$ cat src/rtl/mem_access_pkg.sv
// -----------------------------------------------------------------------------
// mem_access_pkg
// Shared definitions for the mem_access load/store sequencer: access-size
// encodings, FSM state encoding, the latched request control fields and the
// alignment rule used to reject requests before they reach data_mem.
// No ports (package).
// -----------------------------------------------------------------------------
package mem_access_pkg;

   // Lane logic is written for four byte lanes, so the word is fixed at 32.
   localparam int unsigned WORD_W = 32;

   // Access-size encodings carried on req_size; 2'b11 is reserved.
   localparam logic [1:0] SZ_BYTE = 2'b00;
   localparam logic [1:0] SZ_HALF = 2'b01;
   localparam logic [1:0] SZ_WORD = 2'b10;

   typedef enum logic [1:0] {
      MA_IDLE = 2'b00,
      MA_RD   = 2'b01,
      MA_WR   = 2'b10,
      MA_RSP  = 2'b11
   } ma_state_e;

   // Control fields of the accepted request.
   typedef struct packed {
      logic       store;
      logic [1:0] size;
      logic       uns;
   } req_ctl_t;

   // A request is rejected when its size is reserved or when it does not sit
   // on its natural boundary within the word.
   function automatic logic is_misaligned(input logic [1:0] size,
                                          input logic [1:0] offset);
      case (size)
         SZ_BYTE: return 1'b0;
         SZ_HALF: return offset[0];
         SZ_WORD: return (offset != 2'b00);
         default: return 1'b1;
      endcase
   endfunction

endpackage

$ cat src/rtl/mem_access_data_align.sv
// -----------------------------------------------------------------------------
// mem_access_data_align
// Combinational lane logic shared by the load and store paths.
//   size       in  2  : access size (byte / half / word)
//   offset     in  2  : byte offset of the access within the word
//   uns        in  1  : 1 = zero-extend loads, 0 = sign-extend
//   old_word   in  32 : word currently held in memory (data_mem read data)
//   new_data   in  32 : store data, taken from the low bits
//   load_data  out 32 : addressed lane shifted to bit 0 and extended
//   merge_word out 32 : old_word with the addressed lane replaced by new_data
//                       (the full new_data for a word store)
// -----------------------------------------------------------------------------
module mem_access_data_align
   import mem_access_pkg::*;
(
   input  logic [1:0]        size,
   input  logic [1:0]        offset,
   input  logic              uns,
   input  logic [WORD_W-1:0] old_word,
   input  logic [WORD_W-1:0] new_data,
   output logic [WORD_W-1:0] load_data,
   output logic [WORD_W-1:0] merge_word
);

   logic [WORD_W-1:0] shifted;

   // NOTE: every signal written in an always_comb gets a default on entry so
   // that no path leaves it unassigned, which would infer a latch.
   always_comb begin
      shifted   = old_word >> {offset, 3'b000};
      load_data = old_word;
      case (size)
         SZ_BYTE: load_data = {{24{~uns & shifted[7]}},  shifted[7:0]};
         SZ_HALF: load_data = {{16{~uns & shifted[15]}}, shifted[15:0]};
         default: load_data = old_word;
      endcase
   end

   always_comb begin
      merge_word = new_data;
      case (size)
         SZ_BYTE: begin
            merge_word = old_word;
            merge_word[{offset, 3'b000} +: 8] = new_data[7:0];
         end
         SZ_HALF: begin
            // Halves are aligned, so only offset[1] picks the lane.
            merge_word = old_word;
            merge_word[{offset[1], 4'b0000} +: 16] = new_data[15:0];
         end
         default: merge_word = new_data;
      endcase
   end

endmodule

$ cat src/rtl/mem_access.sv
// -----------------------------------------------------------------------------
// mem_access
// Load/store sequencer in front of a word-wide data_mem with registered read
// data. One request is in flight at a time; sub-word stores are done as
// read-modify-write, and misaligned or reserved-size requests are answered
// with an error without any memory cycle.
//   clk, rst_n                     : clock, synchronous active-low reset
//   req_valid/req_ready            : request handshake
//   req_store, req_size,
//   req_unsigned, req_addr,
//   req_wdata                      : request fields (req_addr is a byte addr)
//   rsp_valid/rsp_ready            : response handshake
//   rsp_data, rsp_err              : load result / error flag (0 off-response)
//   mem_addr, mem_write,
//   mem_wdata, mem_rdata           : data_mem port (word address)
// -----------------------------------------------------------------------------
module mem_access
   import mem_access_pkg::*;
#(
   parameter int W  = 32,   // must equal WORD_W: lane logic assumes 4 bytes
   parameter int AW = 8     // word-address width of data_mem
) (
   input  logic          clk,
   input  logic          rst_n,
   input  logic          req_valid,
   output logic          req_ready,
   input  logic          req_store,
   input  logic [1:0]    req_size,
   input  logic          req_unsigned,
   input  logic [AW+1:0] req_addr,
   input  logic [W-1:0]  req_wdata,
   output logic          rsp_valid,
   input  logic          rsp_ready,
   output logic [W-1:0]  rsp_data,
   output logic          rsp_err,
   output logic [AW-1:0] mem_addr,
   output logic          mem_write,
   output logic [W-1:0]  mem_wdata,
   input  logic [W-1:0]  mem_rdata
);

   ma_state_e     state_q, state_d;
   req_ctl_t      ctl_q, ctl_d;
   logic [AW+1:0] addr_q, addr_d;
   logic [W-1:0]  wdata_q, wdata_d;
   logic          err_q, err_d;
   logic          req_ready_q, req_ready_d;
   logic          rsp_valid_q, rsp_valid_d;
   logic          wr_q, wr_d;

   logic [W-1:0]  load_data;
   logic [W-1:0]  merge_word;

   always_comb begin
      state_d = state_q;
      ctl_d   = ctl_q;
      addr_d  = addr_q;
      wdata_d = wdata_q;
      err_d   = err_q;

      case (state_q)
         MA_IDLE: begin
            // req_ready is 1 throughout IDLE, so req_valid here is an accept.
            if (req_valid) begin
               ctl_d   = '{store: req_store, size: req_size, uns: req_unsigned};
               addr_d  = req_addr;
               wdata_d = req_wdata;
               err_d   = is_misaligned(req_size, req_addr[1:0]);
               if (err_d)
                  state_d = MA_RSP;
               else if (!req_store)
                  state_d = MA_RD;
               else if (req_size == SZ_WORD)
                  state_d = MA_WR;
               else
                  state_d = MA_RD;   // sub-word store: read the old word first
            end
         end
         MA_RD:   state_d = ctl_q.store ? MA_WR : MA_RSP;
         MA_WR:   state_d = MA_RSP;
         MA_RSP:  if (rsp_ready) state_d = MA_IDLE;
         default: state_d = MA_IDLE;
      endcase
   end

   // Output flags are decoded from the next state so they come out of flops.
   always_comb begin
      req_ready_d = (state_d == MA_IDLE);
      rsp_valid_d = (state_d == MA_RSP);
      wr_d        = (state_d == MA_WR);
   end

   // NOTE: sequential state uses non-blocking assignments so every flop
   // samples the pre-edge values, regardless of statement order.
   always_ff @(posedge clk) begin
      if (!rst_n) begin
         state_q     <= MA_IDLE;
         ctl_q       <= '0;
         addr_q      <= '0;
         wdata_q     <= '0;
         err_q       <= 1'b0;
         req_ready_q <= 1'b1;
         rsp_valid_q <= 1'b0;
         wr_q        <= 1'b0;
      end else begin
         state_q     <= state_d;
         ctl_q       <= ctl_d;
         addr_q      <= addr_d;
         wdata_q     <= wdata_d;
         err_q       <= err_d;
         req_ready_q <= req_ready_d;
         rsp_valid_q <= rsp_valid_d;
         wr_q        <= wr_d;
      end
   end

   mem_access_data_align u_align (
      .size       (ctl_q.size),
      .offset     (addr_q[1:0]),
      .uns        (ctl_q.uns),
      .old_word   (mem_rdata),
      .new_data   (wdata_q),
      .load_data  (load_data),
      .merge_word (merge_word)
   );

   assign req_ready = req_ready_q;
   assign rsp_valid = rsp_valid_q;
   assign rsp_err   = rsp_valid_q & err_q;
   // mem_rdata still holds the word read in RD: the address is held and no
   // write happens between RD and the end of RSP for a load.
   assign rsp_data  = (rsp_valid_q && !err_q && !ctl_q.store) ? load_data : '0;

   assign mem_addr  = req_ready_q ? '0 : addr_q[AW+1:2];
   // The write strobe is gated by rst_n directly so that a reset arriving on
   // the WR edge suppresses the write in the same cycle.
   assign mem_write = wr_q & rst_n;
   // In WR, mem_rdata is the old word latched at the end of RD (or unused for
   // a word store, where merge_word is the store data itself).
   assign mem_wdata = wr_q ? merge_word : '0;

endmodule

$ cat config.mk
export PLATFORM = sky130hd
export DESIGN_NAME = mem_access
export DESIGN_NICKNAME = d
export VERILOG_FILES = /design/src/rtl/mem_access_pkg.sv /design/src/rtl/mem_access_data_align.sv /design/src/rtl/mem_access.sv
export SDC_FILE = /design/constraint.sdc
export NUM_CORES = 1
export LEC_CHECK = 0
export ABC_CLOCK_PERIOD_IN_PS = 6200
export CAP_MARGIN = 5
export CELL_PAD_IN_SITES_DETAIL_PLACEMENT = 0
export CELL_PAD_IN_SITES_GLOBAL_PLACEMENT = 1
export CORE_ASPECT_RATIO = 0.5
export CORE_MARGIN = 2
export CORE_UTILIZATION = 34
export DETAILED_ROUTE_END_ITERATION = 12
export HOLD_SLACK_MARGIN = 0.1
export PLACE_DENSITY_LB_ADDON = 0.15
export SLEW_MARGIN = 20
export SYNTH_ARGS = -nofsm -noshare
export SYNTH_HDL_FRONTEND = slang
export SYNTH_SLANG_ARGS = --single-unit
$ cat constraint.sdc
create_clock -name clk -period 6.2 [get_ports clk]
set_input_delay 1.24 -clock clk [delete_from_list [all_inputs] [get_ports clk]]
set_output_delay 1.24 -clock clk [all_outputs]
set_load 0.05 [all_outputs]
* After elaboration in Yosys (flattened, before gate mapping)
Index checks and enable logic that the tools add are counted.
Widths: inputs -> output; s select.
** Storage, ports and cells
- Bits in registers :: 52
- Output and inout port bits :: 76
- Word-level logic and storage cells :: 57
** Cells by class
- Add/subtract/negate cells :: 2
- Eq/ne operators :: 8
- Shift-type cells :: 5
- Muxes and demuxes :: 17
- Bitwise operators :: 5
- Reductions and logical operators :: 10
** Operators with widths (count)
- $pmux 32 s2 :: 2
- $bwmux 32 :: 2
- $mux 32 :: 2
- $shift 16x7->32 const A :: 1
- $shift 8x7->32 const A :: 1
- $shiftx 16x7->32 :: 1
- $shiftx 8x7->32 :: 1
- $shr 32x5->16 :: 1
- $neg 5->7 :: 2
- $eq 2x2->1 const B :: 5
- $mux 2 :: 5
- $logic_not 2->1 :: 4
- $mux 8 :: 1
- $pmux 2 s4 :: 1
- $eq 2x1->1 const B :: 3
- $and 1x1->1 :: 4
- $mux 1 :: 3
- $pmux 1 s3 :: 1
- $logic_and 1x1->1 :: 2
- $logic_not 1->1 :: 2
- $reduce_and 2->1 :: 1
- $reduce_bool 2->1 :: 1
- $not 1->1 :: 1

* Logic depth before layout (Yosys ltp)
Gate-level depths: netlist (run 1).
- Depth in word-level cells :: 8
- Gate-level depth with buffers :: 9
- Mapped depth without buffers :: 6

* Modules after synthesis
A second synthesis (run 1) with hierarchy kept.
** Unflattened totals
- Cells, all modules :: 612
- Area total of the unflattened synthesis :: 4401.7 µm²
** Modules (own cells, without submodules)
- mem_access :: times used 1, cells an instance 306, area each 2452.4 µm², sequential area each 1041.0 µm²
- mem_access_data_align :: times used 1, cells an instance 306, area each 1949.4 µm², sequential area each 0.0 µm²

* Worst setup path before layout (run 1)
OpenSTA, ideal clock, no wires.
- Path kind :: register -> output
- From :: reg addr_q[1]
- To :: out mem_wdata[30]
- Data arrival time :: 3.136 ns
- Required time :: 4.960 ns
- Path slack :: 1.824 ns
- Cell stages (with the launch flop) :: 10
- Buffers on the path :: 3
- Cells stage by stage :: dfxtp_1 buf_2 buf_4 inv_1 ha_1 nor4bb_1 buf_2 nand3b_1 a221o_1 a21boi_0
** Between the ends
- Longest elaborated chain between the ends :: 5
** RTL lines
- start: declaration :: line mem_access.sv:44 : logic [AW+1:0] addr_q, addr_d;
- start signal: assignment :: line mem_access.sv:108 : addr_q <= addr_d;
- $neg 5->7, on equally long branches :: line mem_access_data_align.sv:49, mem_access_data_align.sv:44
- $shiftx 16x7->32, or another cell as far along :: line mem_access_data_align.sv:49 : merge_word[{offset[1], 4'b0000} +: 16] = new_data[15:0];
- $bwmux 32, on equally long branches :: line mem_access_data_align.sv:49, mem_access_data_align.sv:44
- $pmux 32 s2 * :: line mem_access_data_align.sv:41 : case (size)
- $mux 32 * :: line mem_access.sv:140 : assign mem_wdata = wr_q ? merge_word : '0;
- end: declaration :: line mem_access.sv:38 : output logic [W-1:0] mem_wdata,
Mark *: on every way between the ends. The rest lies on a longest branch, timed or not.

* Worst setup path in the final report (run 1)
- From :: in mem_rdata[15]
- To :: out rsp_data[19]
** Between the ends
- Longest elaborated chain between the ends :: 4
** RTL lines
- start: declaration :: line mem_access.sv:39 : input logic [W-1:0] mem_rdata
- $shr 32x5->16 * :: line mem_access_data_align.sv:30 : shifted = old_word >> {offset, 3'b000};
- $and 1x1->1, on equally long branches :: line mem_access_data_align.sv:34, mem_access_data_align.sv:33
- $pmux 32 s2 * :: line mem_access_data_align.sv:32 : case (size)
- $mux 32 * :: line mem_access.sv:132 : assign rsp_data = (rsp_valid_q && !err_q && !ctl_q.store) ? load_data : '0;
- end: declaration :: line mem_access.sv:34 : output logic [W-1:0] rsp_data,
Marks and branches as above.

==> results by group, run 1 <==
STA
  • Final Hold Fails: 0
  • Fin crit share: 82.7%
  • Worst Clk Skew: 0.00348 ns
  • Setup TNS: 0 ns
  • Final Slew Violations: 0
  • RSZ-0062 raised after global routing: false
  • Final hold slack: 0.457 ns
  • Slew margin rel.: 31.1%
  • # setup viols final: 0
  • FMAX: 0.195 GHz
  • Worst-Margin Slew: 1.03 ns
  • Post-layout minimum cycle time: 5.13 ns

Floorplanning
  • Rows: 28
  • IO Count: 158
  • Die Wd: 159 um
  • Die Ht: 81.7 um
  • Die area: 13000 um2
  • Initial core utilization: 34.8%
  • Core Box Area: 11800 um2

Worst setup path
  • Worst r2r src: state_q[1]
  • Req. time, crit path: 4.96 ns
  • Critical Path Sink: rsp_data[19]
  • CP startpoint: mem_rdata[15]
  • Crit path max fanout: 16
  • Reg2reg setup slack: 4.20 ns
  • Critical path class: in -> out
  • Worst Setup Start Kind: primary input
  • Crit. End Element: output pin
  • Arrival time worst endpoint: 3.89 ns
  • Worst reg2reg path endpoint: wr_q
  • Worst r2r path cells: 4

Logic synthesis
  • Sequential-to-total area share from yosys stat: 25.4%
  • Synth Cell Area: 4100 um2
  • Syn_nets: 650
  • Ys flop type: dfxtp_1
  • Avg Synthesized Cell Area: 7.28 um2
  • Yosys warnings: 0
  • Ys async rst share: 0%
  • Yosys reg bits: 52
  • Yosys cell types: 51
  • Post-Synthesis Cells: 563
  • Number of synthesized flops with an enable pin: 0

Hold path
  • Worst Hold Launch: addr_q[9]
  • Hold Path Class: reg -> reg
  • Depth of the worst hold-timing path: 2

Global route
  • GRT Util Overall: 23.6%
  • First-pass GRT wire length: 24000 um
  • Total grt overflow: 0
  • Largest net degree at the start of global routing: 52
  • Vias in the first global route: 4360
  • Initial antenna violation count: 0

Route
  • Pre-antenna DRT Iters: 8
  • Routed Antenna Nets: 0
  • DR DRC count: 0
  • DR vias/cell: 5.54
  • Routed WL per cell: 18.5 um
  • Total Wirelength: 15900 um
  • Via count: 4763
  • Drt initial violations: 469

Clock network
  • Clk Latency, worst-skew pair: 0.29 ns
  • CTS tree: built
  • CTS resizes: 0
  • Root buf cell: clkbuf_16
  • # H-tree levels: 2
  • Reg clk slew, reported paths: 0.06 ns
  • TritonCTS Sinks: 52
  • # hold bufs at CTS: 0
  • CTS buffer count: 5
  • Postcts setup bufs: 0
  • Clock Tree Buf Depth: 2

Power and ir drop
  • Leakage: 2.02 nW
  • Power Dens Cells: 210 nW/um2
  • Peak VDD IR: 0.000140 V
  • Total power: 0.00124 W

Place
  • Routability cong.: 0.863
  • DPL Wire Length: 11900 um
  • Count of buffers from port buffering: 157
  • Dpl cell area: 5760 um2

Layout
  • Fill cells: 1238
  • Share of layout cells above drive strength 1: 6.77%
  • Diodes inserted: 0
  • # nets final: 780
  • Area Growth Syn to Fin: 44.2%
  • Post-route design area: 5910 um2

Run status
  • Status: completed

Flow run
  • Max Cap Viol: 0
==> state kept, by name (all words and copies together), names as in the netlist <==
name / cells
wdata_q: 32
addr_q: 10
ctl_q: 4
state_q: 2
err_q: 1
req_ready: 1
rsp_valid: 1
wr_q: 1
==> power breakdown <==
| group | switching, W | internal [W] |
|---|---|---|
| sequential | 0.0000477 | 0.000362 |
| combinational | 0.000338 | 0.000215 |
| clock | 0.000117 | 0.000161 |
| total | 0.000503 | 0.000738 |
==> through the flow <==
stage / setup slack (ns) / utilization [%] / cells
2_1_floorplan: 1.82 / - / 563
3_3_place_gp: 1.12 / 48.9 / 851
3_5_place_dp: 1.07 / 48.9 / 851
4_1_cts: 1.07 / 50.2 / 859
5_1_grt: 0.924 / 50.2 / 859
6_report: 1.07 / 50.2 / 859
==> worst min path at each step <==
stage	endpoint	slack [ns]
after floorplan	addr_q[9]	0.43
after global placement	addr_q[9]	0.44
after detailed placement	addr_q[9]	0.45
after CTS	addr_q[9]	0.46
after global routing	addr_q[9]	0.48
final	addr_q[9]	0.46
==> synthesized netlist by cell type, drive strengths merged (2+ instances only) <==
library cell	n	area, um2
nand2b	16	100
nor3	2	10.0
nor3b	4	40.0
ha	5	62.6
a22o	11	96.3
nor2b	23	146
a221o	8	80.1
nor2	15	56.3
clkbuf	18	68.8
buf	28	148
nand3b	3	22.5
o21ai	18	128
a22oi	10	75.1
dfxtp	52	1040
a221oi	16	140
nand2	153	574
nor4bb	2	20.0
o221ai	7	61.3
a21oi	41	213
mux2i	16	160
o221a	7	78.8
a31oi	8	65.1
a311o	9	90.1
inv	18	67.6
nand3	9	45.0
a222oi	5	50.1
a21boi	42	315
and2	4	25.0
==> cell type report <==
type	instances	area, um2	area share [%]
Timing Repair Buffer	169	1660	28.1
Tap cell	165	206	3.49
Inverter	19	71.3	1.21
Clock buffer	8	146	2.48
Multi-Input combinational cell	446	2780	47.1
Sequential cell	52	1040	17.7
==> critical path: stages <==
cell,delay [ns]
clkdlybuf4s50_1,0.58
mux2_1,0.18
nand3_1,0.07
a2111o_1,0.71
o21ai_0,0.27
clkdlybuf4s50_1,0.83
==> cell usage in the layout (no fill, tap or decap), types with 8 or more instances in the layout <==
cell | Yosys | layout
mux2i_1 | 16 | 16
inv_1 | 18 | 18
nand2_1 | 153 | 153
a21oi_1 | 39 | 39
o21ai_2 | 10 | 10
nor2_1 | 15 | 15
a221o_1 | 8 | 8
a21boi_0 | 42 | 42
nor2b_1 | 22 | 22
a22o_1 | 11 | 11
o21ai_0 | 8 | 8
nand2b_1 | 16 | 16
a22oi_1 | 10 | 10
clkdlybuf4s50_1 | 0 | 157
a221oi_1 | 16 | 16
buf_4 | 4 | 12
dfxtp_1 | 52 | 50
a311o_1 | 9 | 9
nand3_1 | 9 | 9
==> kinds of logic (layout without fill, tap and decap cells) <==
kind of cell	Yosys count	in the layout	share of synthesized area (%)
compound gates	187	187	35.1
fa+ha+maj	5	5	1.53
buf+inv	65	196	7.02
flops	52	52	25.4
mux	18	18	4.73
simple gates	236	236	26.3
==> metal layers <==
metal  track usage [%]  up-vias  share of wire, %
met4              6.64        0               1.8
met1              35.1     2251                49
li1                  -     2288                 -
met5                 0        -                 0
met3              2.78       20               7.4
met2              35.7      204                42
(Power assumes the default switching activity.)
==> run 2, diff against run 1 <==
Settings changed: ABC_CLOCK_PERIOD_IN_PS 6200 to 4800, CORE_UTILIZATION 34 to 31.
Clock period 6.2 ns to 4.8 ns, I/O delays scaled along.
==> run 2 against run 1 <==
Effect of this change:
- global-route usage shrank 1.6 points
- critical path depth down 1
- clock skew rose by 0.00096 ns
- sequential share of layout area fell by 0.60 points
- non-clock buffer count shrank 1
- wire length grew 2.0%
- setup slack worse by 0.59 ns
- sequential cell count unchanged
- combinational power up 37%
- critical endpoint is now rsp_data[9]
- largest cell class unchanged
==> results by group, run 2 (same netlist as run 1, synthesis figures left out) <==
Run status
  • Status: completed (unchanged)

Worst setup path
  • CP startpoint: mem_rdata[31] (was mem_rdata[15])
  • CP cell instances: clkdlybuf4s50_1 -> mux4_2 -> a21oi_2 -> a221oi_1 -> clkdlybuf4s50_1 (was clkdlybuf4s50_1 -> mux2_1 -> nand3_1 -> a2111o_1 -> o21ai_0 -> clkdlybuf4s50_1)
  • Arrival time worst endpoint: 3.36 ns (was 3.89 ns)
  • Req. time, crit path: 3.84 ns (was 4.96 ns)
  • WP buf/inv: 2 (unchanged)
  • Crit-path leading delay family: buffers and inverters (unchanged)
  • Crit. End Element: output pin (unchanged)
  • Critical path class: in -> out (unchanged)
  • Worst reg2reg path endpoint: rsp_valid (was wr_q)
  • Slowest cell delay on critical path: 0.76 ns (was 0.83 ns)
  • Worst r2r src: state_q[1] (unchanged)
  • Worst Setup Start Kind: primary input (unchanged)
  • Worst r2r path cells: 4 (unchanged)
  • Critical Path Slowest Stage Cell: clkdlybuf4s50_1 (unchanged)
  • Crit path max fanout: 8 (was 16)
  • Reg2reg setup slack: 3.09 ns (was 4.20 ns)
  • CP most frequent cell: clkdlybuf4s50_1 (unchanged)

Place
  • Routability cong.: 0.884 (was 0.863)
  • DPL Wire Length: 12200 um (was 11900 um)
  • Count of buffers from port buffering: 157 (unchanged)

Layout
  • Biggest register: wdata_q (unchanged)
  • Final Core Density: 47.8% (was 50.2%)
  • Commonest non-fill, non-tap cell in the layout: nand2_1 (was clkdlybuf4s50_1)
  • Fill cells: 1324 (was 1238)
  • Number of flip-flops in the largest register: 32 (unchanged)
  • Diodes inserted: 0 (unchanged)
  • Share of layout cells above drive strength 1: 13.4% (was 6.77%)
  • Most frequent cells in the layout: 153 x nand2_1, 109 x clkdlybuf4s50_1, 51 x dfxtp_1, 42 x a21boi_0, 39 x a21oi_1 (was 157 x clkdlybuf4s50_1, 153 x nand2_1, 50 x dfxtp_1, 42 x a21boi_0, 39 x a21oi_1)
  • Regs by FF count: wdata_q x32, addr_q x10, ctl_q x4 (unchanged)
  • # nets final: 779 (was 780)
  • Area Growth Syn to Fin: 49.0% (was 44.2%)

Route
  • Routed WL per cell: 18.7 um (was 18.5 um)
  • DR DRC count: 0 (unchanged)
  • Routed Antenna Nets: 0 (unchanged)
  • Pre-antenna DRT Iters: 7 (was 8)
  • DR vias/cell: 5.49 (was 5.54)
  • Drt initial violations: 409 (was 469)
  • Total Wirelength: 16200 um (was 15900 um)
  • Via count: 4736 (was 4763)

Floorplanning
  • Die area: 14200 um2 (was 13000 um2)
  • Core Box Area: 12800 um2 (was 11800 um2)
  • Die Wd: 167 um (was 159 um)
  • Die Ht: 85.3 um (was 81.7 um)
  • Rows: 29 (was 28)
  • IO Count: 158 (unchanged)
  • Initial core utilization: 32.1% (was 34.8%)

Global route
  • Largest net degree at the start of global routing: 49 (was 52)
  • GRT Util Overall: 22.0% (was 23.6%)
  • First-pass GRT wire length: 24700 um (was 24000 um)
  • Total grt overflow: 0 (unchanged)
  • Initial antenna violation count: 0 (unchanged)
  • Vias in the first global route: 4297 (was 4360)

Clock network
  • CTS tree: built (unchanged)
  • TritonCTS Sinks: 52 (unchanged)
  • Postcts setup bufs: 0 (unchanged)
  • # H-tree levels: 2 (unchanged)
  • Clock Tree Buf Depth: 2 (unchanged)
  • CTS resizes: 0 (unchanged)
  • Reg clk slew, reported paths: 0.07 ns (was 0.06 ns)
  • # hold bufs at CTS: 0 (unchanged)
  • CTS buffer count: 5 (unchanged)
  • Root buf cell: clkbuf_16 (unchanged)
  • Clk Latency, worst-skew pair: 0.28 ns (was 0.29 ns)

STA
  • # setup viols final: 0 (unchanged)
  • Post-layout minimum cycle time: 4.32 ns
  • Fin crit share: 90.1%
  • FMAX: 0.231 GHz
  • Final Slew Violations: 0 (unchanged)
  • RSZ-0062 raised after global routing: false (unchanged)
  • Setup TNS: 0 ns (unchanged)
  • Slew margin rel.: 27.2% (was 31.1%)
  • Worst Clk Skew: 0.00444 ns (was 0.00348 ns)
  • Worst-Margin Slew: 1.09 ns (was 1.03 ns)
  • Final Hold Fails: 0 (unchanged)

Power and ir drop
  • Power Dens Cells: 268 nW/um2 (was 210 nW/um2)
  • Leakage: 2.18 nW (was 2.02 nW)
  • Total power: 0.00164 W (was 0.00124 W)
  • Peak VDD IR: 0.000192 V (was 0.000140 V)

Hold path
  • Depth of the worst hold-timing path: 2 (unchanged)
  • Hold EP: addr_q[9] (unchanged)
  • Hold Path Class: reg -> reg (unchanged)
  • Worst Hold Launch: addr_q[9] (unchanged)

Flow run
  • Max Cap Viol: 0 (unchanged)
run 2: metrics by stage:
stage	hold WS [ns]	instance area, um2	worst slack [ns]	cells
after floorplan	0.432	4100	0.704	563
after global placement	0.438	5960	0.533	855
after detailed placement	0.446	5960	0.478	855
after CTS	0.457	6110	0.476	863
after global routing	0.476	6110	0.375	863
final	0.454	6110	0.475	863
run 2: worst register-to-register path, delay by kind of cell, from the launching register on:
family	cells	cell delay [ns]
compound gates	1	0.35
flops	1	0.36
simple gates	3	0.93
run 2: layout make-up:
cell class / count / area, um2 / area share (%)
Clock buffer: 8 / 146 / 2.40
Inverter: 19 / 71.3 / 1.17
Multi-Input combinational cell: 446 / 2780 / 45.5
Sequential cell: 52 / 1040 / 17.1
Tap cell: 170 / 213 / 3.48
Timing Repair Buffer: 168 / 1860 / 30.4
run 2: worst max path at each step:
stage / end / slack, ns / cells after the start
final: rsp_data[9] / 0.48 / 5
after global routing: rsp_data[11] / 0.37 / 5
after CTS: rsp_data[9] / 0.48 / 5
after detailed placement: rsp_data[9] / 0.48 / 5
after global placement: rsp_data[11] / 0.53 / 5
after floorplan: mem_wdata[30] / 0.70 / 9
run 2: per-layer routing:
| metal | global-route usage (%) | routed length, um | share of wire (%) |
|---|---|---|---|
| met4 | 3.37 | 165 | 1.0 |
| met1 | 33.6 | 7910 | 49 |
| met3 | 3.59 | 1310 | 8.1 |
| met2 | 32.6 | 6790 | 42 |
| met5 | 0 | 0 | 0 |
run 2: power by group:
group          total [W]  switching, W  internal, W
combinational   0.000755      0.000451     0.000304
clock           0.000361      0.000152     0.000208
sequential      0.000523     0.0000554     0.000468
